<file path="config.mk">
export PLATFORM = sky130hd
export DESIGN_NAME = strassen_seq
export DESIGN_NICKNAME = d
export VERILOG_FILES = /design/src/rtl/strassen_pkg.sv /design/src/rtl/strassen_term_sel.sv /design/src/rtl/strassen_seq.sv
export SDC_FILE = /design/constraint.sdc
export NUM_CORES = 2
export LEC_CHECK = 0
export BUFFER_PORTS_ARGS = -buffer_cell sky130_fd_sc_hd__buf_2
export CORE_ASPECT_RATIO = 0.8
export CORE_UTILIZATION = 50
export CTS_CLUSTER_DIAMETER = 200
export DETAILED_ROUTE_END_ITERATION = 6
export GPL_ROUTABILITY_DRIVEN = 0
export PLACE_DENSITY = 0.75
export SLEW_MARGIN = 20
export SYNTH_ARGS = -nofsm -noshare
export SYNTH_HDL_FRONTEND = slang
export SYNTH_HIERARCHICAL = 1
export SYNTH_SLANG_ARGS = --single-unit
</file>
<file path="constraint.sdc">
create_clock -name clk -period 18.3 [get_ports clk]
set_input_delay 3.66 -clock clk [delete_from_list [all_inputs] [get_ports clk]]
set_output_delay 3.66 -clock clk [all_outputs]
set_load 0.01 [all_outputs]
</file>
<file path="src/rtl/strassen_pkg.sv">
// strassen_pkg: types and constants shared by the Strassen 2x2 sequencer.
//   state_e      : controller states (IDLE, MULT, DONE)
//   NUM_PRODUCTS : number of Strassen products (M1..M7)
//   LAST_IDX     : product index of M7, the final MULT cycle
//   sign_table() : contribution sign of product k to C11, C12, C21, C22
package strassen_pkg;

   typedef enum logic [1:0] {IDLE, MULT, DONE} state_e;

   localparam int         NUM_PRODUCTS = 7;
   localparam logic [2:0] LAST_IDX     = 3'd6;

   typedef logic signed [1:0] sign_t;

   typedef struct packed {
      sign_t c11;
      sign_t c12;
      sign_t c21;
      sign_t c22;
   } sign_vec_t;

   // +1 adds the product, -1 subtracts it, 0 leaves the element untouched.
   function automatic sign_vec_t sign_table(input logic [2:0] k);
      sign_vec_t s;
      s = '0;
      case (k)
         3'd0: s = '{c11:  2'sd1, c12:  2'sd0, c21:  2'sd0, c22:  2'sd1};
         3'd1: s = '{c11:  2'sd0, c12:  2'sd0, c21:  2'sd1, c22: -2'sd1};
         3'd2: s = '{c11:  2'sd0, c12:  2'sd1, c21:  2'sd0, c22:  2'sd1};
         3'd3: s = '{c11:  2'sd1, c12:  2'sd0, c21:  2'sd1, c22:  2'sd0};
         3'd4: s = '{c11: -2'sd1, c12:  2'sd1, c21:  2'sd0, c22:  2'sd0};
         3'd5: s = '{c11:  2'sd0, c12:  2'sd0, c21:  2'sd0, c22:  2'sd1};
         3'd6: s = '{c11:  2'sd1, c12:  2'sd0, c21:  2'sd0, c22:  2'sd0};
         default: s = '0;
      endcase
      return s;
   endfunction

endpackage

</file>
<file path="src/rtl/strassen_term_sel.sv">
// strassen_term_sel: combinational operand selector for the shared multiplier.
//   k_i            : product index 0..6 (M1..M7)
//   a11_i..b22_i   : registered signed operands, WIDTH bits
//   op_a_o, op_b_o : signed WIDTH+1 multiplier operands for product k
module strassen_term_sel
   import strassen_pkg::*;
#(
   parameter int WIDTH = 16
) (
   input  logic [2:0]              k_i,
   input  logic signed [WIDTH-1:0] a11_i,
   input  logic signed [WIDTH-1:0] a12_i,
   input  logic signed [WIDTH-1:0] a21_i,
   input  logic signed [WIDTH-1:0] a22_i,
   input  logic signed [WIDTH-1:0] b11_i,
   input  logic signed [WIDTH-1:0] b12_i,
   input  logic signed [WIDTH-1:0] b21_i,
   input  logic signed [WIDTH-1:0] b22_i,
   output logic signed [WIDTH:0]   op_a_o,
   output logic signed [WIDTH:0]   op_b_o
);

   // One extra bit so sums/differences of two elements never overflow.
   logic signed [WIDTH:0] a11_x, a12_x, a21_x, a22_x;
   logic signed [WIDTH:0] b11_x, b12_x, b21_x, b22_x;

   assign a11_x = {a11_i[WIDTH-1], a11_i};
   assign a12_x = {a12_i[WIDTH-1], a12_i};
   assign a21_x = {a21_i[WIDTH-1], a21_i};
   assign a22_x = {a22_i[WIDTH-1], a22_i};
   assign b11_x = {b11_i[WIDTH-1], b11_i};
   assign b12_x = {b12_i[WIDTH-1], b12_i};
   assign b21_x = {b21_i[WIDTH-1], b21_i};
   assign b22_x = {b22_i[WIDTH-1], b22_i};

   always_comb begin
      // NOTE: defaults first so every path assigns both outputs and no latch is inferred.
      op_a_o = '0;
      op_b_o = '0;
      case (k_i)
         3'd0: begin op_a_o = a11_x + a22_x; op_b_o = b11_x + b22_x; end
         3'd1: begin op_a_o = a21_x + a22_x; op_b_o = b11_x;         end
         3'd2: begin op_a_o = a11_x;         op_b_o = b12_x - b22_x; end
         3'd3: begin op_a_o = a22_x;         op_b_o = b21_x - b11_x; end
         3'd4: begin op_a_o = a11_x + a12_x; op_b_o = b22_x;         end
         3'd5: begin op_a_o = a21_x - a11_x; op_b_o = b11_x + b12_x; end
         3'd6: begin op_a_o = a12_x - a22_x; op_b_o = b21_x + b22_x; end
         default: ;
      endcase
   end

endmodule

</file>
<file path="src/rtl/strassen_seq.sv">
// strassen_seq: 2x2 signed matrix multiply using Strassen's seven products
// issued one per cycle on a single shared multiplier.
//   clk, reset              : rising-edge clock, async active-high reset
//   in_valid / in_ready     : operand handshake (in_ready high only in IDLE)
//   a11..a22, b11..b22      : signed WIDTH-bit operands, captured on accept
//   out_valid / out_ready   : result handshake (out_valid high only in DONE)
//   c11..c22                : signed OUT_W-bit results, modulo 2^OUT_W
//   busy, prod_idx          : MULT indicator and index of the product in flight
module strassen_seq
   import strassen_pkg::*;
#(
   parameter int WIDTH = 16,
   parameter int OUT_W = 32
) (
   input  logic                    clk,
   input  logic                    reset,
   input  logic                    in_valid,
   output logic                    in_ready,
   input  logic signed [WIDTH-1:0] a11,
   input  logic signed [WIDTH-1:0] a12,
   input  logic signed [WIDTH-1:0] a21,
   input  logic signed [WIDTH-1:0] a22,
   input  logic signed [WIDTH-1:0] b11,
   input  logic signed [WIDTH-1:0] b12,
   input  logic signed [WIDTH-1:0] b21,
   input  logic signed [WIDTH-1:0] b22,
   output logic                    out_valid,
   input  logic                    out_ready,
   output logic signed [OUT_W-1:0] c11,
   output logic signed [OUT_W-1:0] c12,
   output logic signed [OUT_W-1:0] c21,
   output logic signed [OUT_W-1:0] c22,
   output logic                    busy,
   output logic [2:0]              prod_idx
);

   localparam int PROD_W = 2 * WIDTH + 2;

   state_e                  state_q;
   logic [2:0]              k_q;
   logic                    busy_q, out_valid_q;
   logic signed [WIDTH-1:0] a11_q, a12_q, a21_q, a22_q;
   logic signed [WIDTH-1:0] b11_q, b12_q, b21_q, b22_q;
   logic signed [OUT_W-1:0] c11_q, c12_q, c21_q, c22_q;
   logic signed [OUT_W-1:0] c11_d, c12_d, c21_d, c22_d;

   logic signed [WIDTH:0]    op_a, op_b;
   logic signed [PROD_W-1:0] op_a_w, op_b_w, prod;
   logic signed [OUT_W-1:0]  prod_ext;
   sign_vec_t                sgn;

   strassen_term_sel #(.WIDTH(WIDTH)) u_term_sel (
      .k_i   (k_q),
      .a11_i (a11_q), .a12_i (a12_q), .a21_i (a21_q), .a22_i (a22_q),
      .b11_i (b11_q), .b12_i (b12_q), .b21_i (b21_q), .b22_i (b22_q),
      .op_a_o(op_a),
      .op_b_o(op_b)
   );

   // Widen before multiplying so the full 2*WIDTH+2 product is kept.
   assign op_a_w = {{(PROD_W-WIDTH-1){op_a[WIDTH]}}, op_a};
   assign op_b_w = {{(PROD_W-WIDTH-1){op_b[WIDTH]}}, op_b};
   assign prod   = op_a_w * op_b_w;

   generate
      if (OUT_W > PROD_W) begin : g_sext
         assign prod_ext = {{(OUT_W-PROD_W){prod[PROD_W-1]}}, prod};
      end else if (OUT_W == PROD_W) begin : g_same
         assign prod_ext = prod;
      end else begin : g_trunc
         // Truncation is safe: the final result is only defined modulo 2^OUT_W.
         assign prod_ext = prod[OUT_W-1:0];
      end
   endgenerate

   function automatic logic signed [OUT_W-1:0] contrib(
      input sign_t                   s,
      input logic signed [OUT_W-1:0] p
   );
      case (s)
         2'b01:   return p;
         2'b11:   return -p;
         default: return '0;
      endcase
   endfunction

   always_comb begin
      sgn   = sign_table(k_q);
      c11_d = c11_q + contrib(sgn.c11, prod_ext);
      c12_d = c12_q + contrib(sgn.c12, prod_ext);
      c21_d = c21_q + contrib(sgn.c21, prod_ext);
      c22_d = c22_q + contrib(sgn.c22, prod_ext);
   end

   // NOTE: non-blocking assignments throughout so every register samples pre-edge values.
   always_ff @(posedge clk or posedge reset) begin
      if (reset) begin
         state_q     <= IDLE;
         k_q         <= '0;
         busy_q      <= 1'b0;
         out_valid_q <= 1'b0;
         // NOTE: operand registers are reset too; they are few and the block clears all state.
         a11_q <= '0; a12_q <= '0; a21_q <= '0; a22_q <= '0;
         b11_q <= '0; b12_q <= '0; b21_q <= '0; b22_q <= '0;
         c11_q <= '0; c12_q <= '0; c21_q <= '0; c22_q <= '0;
      end else begin
         case (state_q)
            IDLE: begin
               if (in_valid) begin
                  a11_q <= a11; a12_q <= a12; a21_q <= a21; a22_q <= a22;
                  b11_q <= b11; b12_q <= b12; b21_q <= b21; b22_q <= b22;
                  c11_q <= '0;  c12_q <= '0;  c21_q <= '0;  c22_q <= '0;
                  k_q     <= '0;
                  busy_q  <= 1'b1;
                  state_q <= MULT;
               end
            end
            MULT: begin
               c11_q <= c11_d;
               c12_q <= c12_d;
               c21_q <= c21_d;
               c22_q <= c22_d;
               if (k_q == LAST_IDX) begin
                  k_q         <= '0;
                  busy_q      <= 1'b0;
                  out_valid_q <= 1'b1;
                  state_q     <= DONE;
               end else begin
                  k_q <= k_q + 3'd1;
               end
            end
            DONE: begin
               if (out_ready) begin
                  out_valid_q <= 1'b0;
                  state_q     <= IDLE;
               end
            end
            default: state_q <= IDLE;
         endcase
      end
   end

   assign in_ready  = (state_q == IDLE);
   assign out_valid = out_valid_q;
   assign busy      = busy_q;
   assign prod_idx  = k_q;
   assign c11       = c11_q;
   assign c12       = c12_q;
   assign c21       = c21_q;
   assign c22       = c22_q;

endmodule

</file>
==> metrics.md <==
| Metric | Value |
|---|---|
| Worst slew pin tran | `1.115 ns` |
| Sequential Area | `~6600 um^2` |
| DRT antenna net count | `0` |
| Crit Path Category | `reg2reg` |
| Vias in the first global route | `between 30,000 and 40,000` |
| Starting Density | `0.5084` |
| Global-route wire length before repair | `between 150 and 200 mm` |
| Wire per inst | `19.12 um` |
| Most frequent CP cell | `fa_1` |
| Via/cell ratio | `5.901` |
| Final Cycle Share | `0.7951` |
| Synth top cells by count | `nand2_1, inv_1, nor2_1` |
| Minimum clock period | `~15 ns` |
| CTS tree | `built` |
| Skew final | `around 0.024 ns` |
| Final #Nets | `5,317` |
| Area contributors post-synth | `dfrtp_1, fa_1, ha_1` |
| Seq/Total Area, Yosys | `0.1868` |
| # port buffers | `~270` |
| Cell taking the most area after synthesis | `dfrtp_1` |
| DRC Markers | `4` |
| Worst setup path startpoint | `prod_idx[0]` |
| Final count of hold timing violations | `0` |
| Hold WC Path Type | `reg2reg` |
| EDFF count, synth | `0` |
| Final Max Tran Viols | `0` |
| CP delay by family, top | `simple AND/OR/NAND/NOR gates` |
| Area of the multi-input gates | `around 26,000 um^2` |
| Via count | `roughly 33,000` |
| Fmax | `between 60 and 70 MHz` |
| Syn_nets | `5,159` |
| Endpoint class of the critical path | `flip-flop` |
| Design Area, Final | `38,360 um^2` |
| Hold path startpoint | `a21_q[0]` |
| Crit Path Max Fanout | `45` |
| H-tree lvl count | `1` |
| Worst reg2reg path startpoint | `prod_idx[0]` |
| Critical Path AT | `~15 ns` |
| Unrepaired setup endpoints after global routing | `false` |
| Die height | `approximately 240 um` |
| CP max-delay cell | `a311oi_2` |
| Top-count cell post-synth | `nand2_1` |
| Layout fillers | `6,464` |
| Quantity of gates resized following cts | `0` |
| Critical path launch point type | `flip-flop` |
| # setup viols final | `0` |
| Flop2flop setup slack | `3.75 ns` |
| DRT iter0 DRCs | `between 3,000 and 4,000` |
| Seq cells post-synth | `263` |
| Total CTS buffers | `29` |
| WP data required | `around 19 ns` |
| Layout cells sized above 1 | `0.09101` |
| Row count | `86` |
| Syn avg cell area | `~8.0 um^2` |
| Setup_tns | `0 ns` |
| Die footprint | `71,530 um^2` |
| Mapped cell area | `about 35,000 um^2` |
| Failing checks | `DRC` |
| Initial antenna violation count | `2` |
| Gr usage total | `0.2951` |
| Clock Sinks | `roughly 260` |
| Crit-path max cell delay | `between 0.9 and 1 ns` |
| Maxcap violations | `0` |
| Clock-pin slew on the worst setup and hold paths | `~0.060 ns` |
| Status | `finished, violations left` |
| Post-placement cell area | `between 30,000 and 40,000 um^2` |
| Clock tree buffer depth | `3` |
| Synth warn | `6` |
| Synth unique cells | `a little over 90` |
| HPWL Detailed | `between 80 and 90 mm` |
| Root buf cell | `clkbuf_16` |
| Pre-antenna DRT Iters | `7` |
| CTS Hold Bufs | `0` |
| Core ar. | `69,300 um^2` |
| Top_reg_cell synth | `dfrtp_1` |
| Setup bufs post-CTS | `0` |
| Synth Instances | `4,428` |
| Post-synth top area share | `0.1868` |
| Largest net degree at the start of global routing | `between 80 and 90` |
| Ys async rst share | `1.000` |
| WP buf/inv | `3` |
| Max-slew headroom | `0.2569` |
| Die X | `298.8 um` |
| Clock Latency Late Sink | `about 0.6 ns` |
| Top Ports | `between 200 and 300` |
| Syn-to-layout area delta | `8.890%` |
| Final wirelength | `105.7 mm` |
| Grt ovf | `0` |
==> cell usage in the layout, fill, tap and decap left out, types with 66 or more instances in the layout <==
| cell | synthesis | final |
|---|---|---|
| and2_1 | 174 | 173 |
| xor2_1 | 129 | 129 |
| nor2_1 | 330 | 328 |
| inv_1 | 437 | 436 |
| buf_2 | 3 | 265 |
| xnor2_1 | 152 | 150 |
| dfrtp_1 | 263 | 260 |
| fa_1 | 292 | 292 |
| ha_1 | 307 | 307 |
| a21o_1 | 100 | 100 |
| nand3_1 | 95 | 95 |
| a21oi_1 | 227 | 226 |
| o21ai_0 | 281 | 276 |
| nor3_1 | 66 | 66 |
| nand2_1 | 757 | 756 |
==> cell type report <==
| type | instances | area share |
|---|---|---|
| Timing Repair Buffer | 312 | 0.04377 |
| Clock buffer | 36 | 0.02039 |
| Tap cell | 924 | 0.03014 |
| Inverter | 440 | 0.04325 |
| Sequential cell | 263 | 0.1717 |
| Antenna cell | 1 | 0.00006524 |
| Multi-Input combinational cell | 3540 | 0.6869 |
| Clock inverter | 13 | 0.003784 |
==> worst paths after layout <==
path,endpoint,cells after the start
min in group asynchronous,out_valid,2
max reg2reg,c22[30],41
min reg2reg,a21_q[0],2
min,a21_q[0],2
max,c22[30],41
max in group asynchronous,prod_idx[0],4
==> worst reg2reg max path, delay by kind of cell (launching register included) <==
kind	cells	cell delay, ns
xor gates and xnor gates	2	0.33
DFF	1	0.89
and+or+nand+nor	13	5.02
buffers and inverters	3	0.15
AOI/OAI and AO/OA	14	4.01
adders and majority gates	9	4.02
==> sequential cells by signal, indices dropped and copies added (netlist names) <==
signal	count
c21	32
prod_idx	3
state_q	2
a21_q	16
b12_q	16
a22_q	16
out_valid	1
b11_q	16
busy	1
a11_q	16
c11	32
c12	32
c22	32
b22_q	16
a12_q	16
b21_q	16
==> through the flow <==
step                      setup slack, ns  hold slack [ns]  instances    util
after global placement              4.441           0.4626       5479  0.5400
after CTS                           4.168           0.4880       5528  0.5534
after global routing                3.118           0.5230       5528  0.5535
after detailed placement            4.213           0.4724       5479  0.5400
final                               3.751           0.4860       5529  0.5536
after floorplan                     6.235           0.4457       4428       -
==> cell families (layout without fill, tap and decap cells) <==
group / Yosys count / after routing / share of synthesized area
buffers and inverters: 625 / 801 / 0.06695
other: 0 / 1 / 0
flip-flops: 263 / 263 / 0.1868
AND/OR/NAND/NOR: 1644 / 1644 / 0.2129
XOR/XNOR: 284 / 284 / 0.07125
multiplexers: 21 / 21 / 0.006358
AO/OA/AOI/OAI: 992 / 992 / 0.1808
adder cells (fa/ha/maj): 599 / 599 / 0.2750
==> metal layers <==
| layer | GRT usage | routed length (um) | vias to the layer above |
|---|---|---|---|
| met5 | 0 | 17 | - |
| met4 | 0.07777 | 2809 | 4 |
| met3 | 0.07156 | 11610 | 191 |
| met2 | 0.4462 | 45280 | 1486 |
| met1 | 0.4204 | 46010 | 15730 |
| li1 | - | - | 15220 |
Power is left out: the tool's default activity adds up to more than one toggle a clock period on the data nets, which glitch-free logic cannot reach.
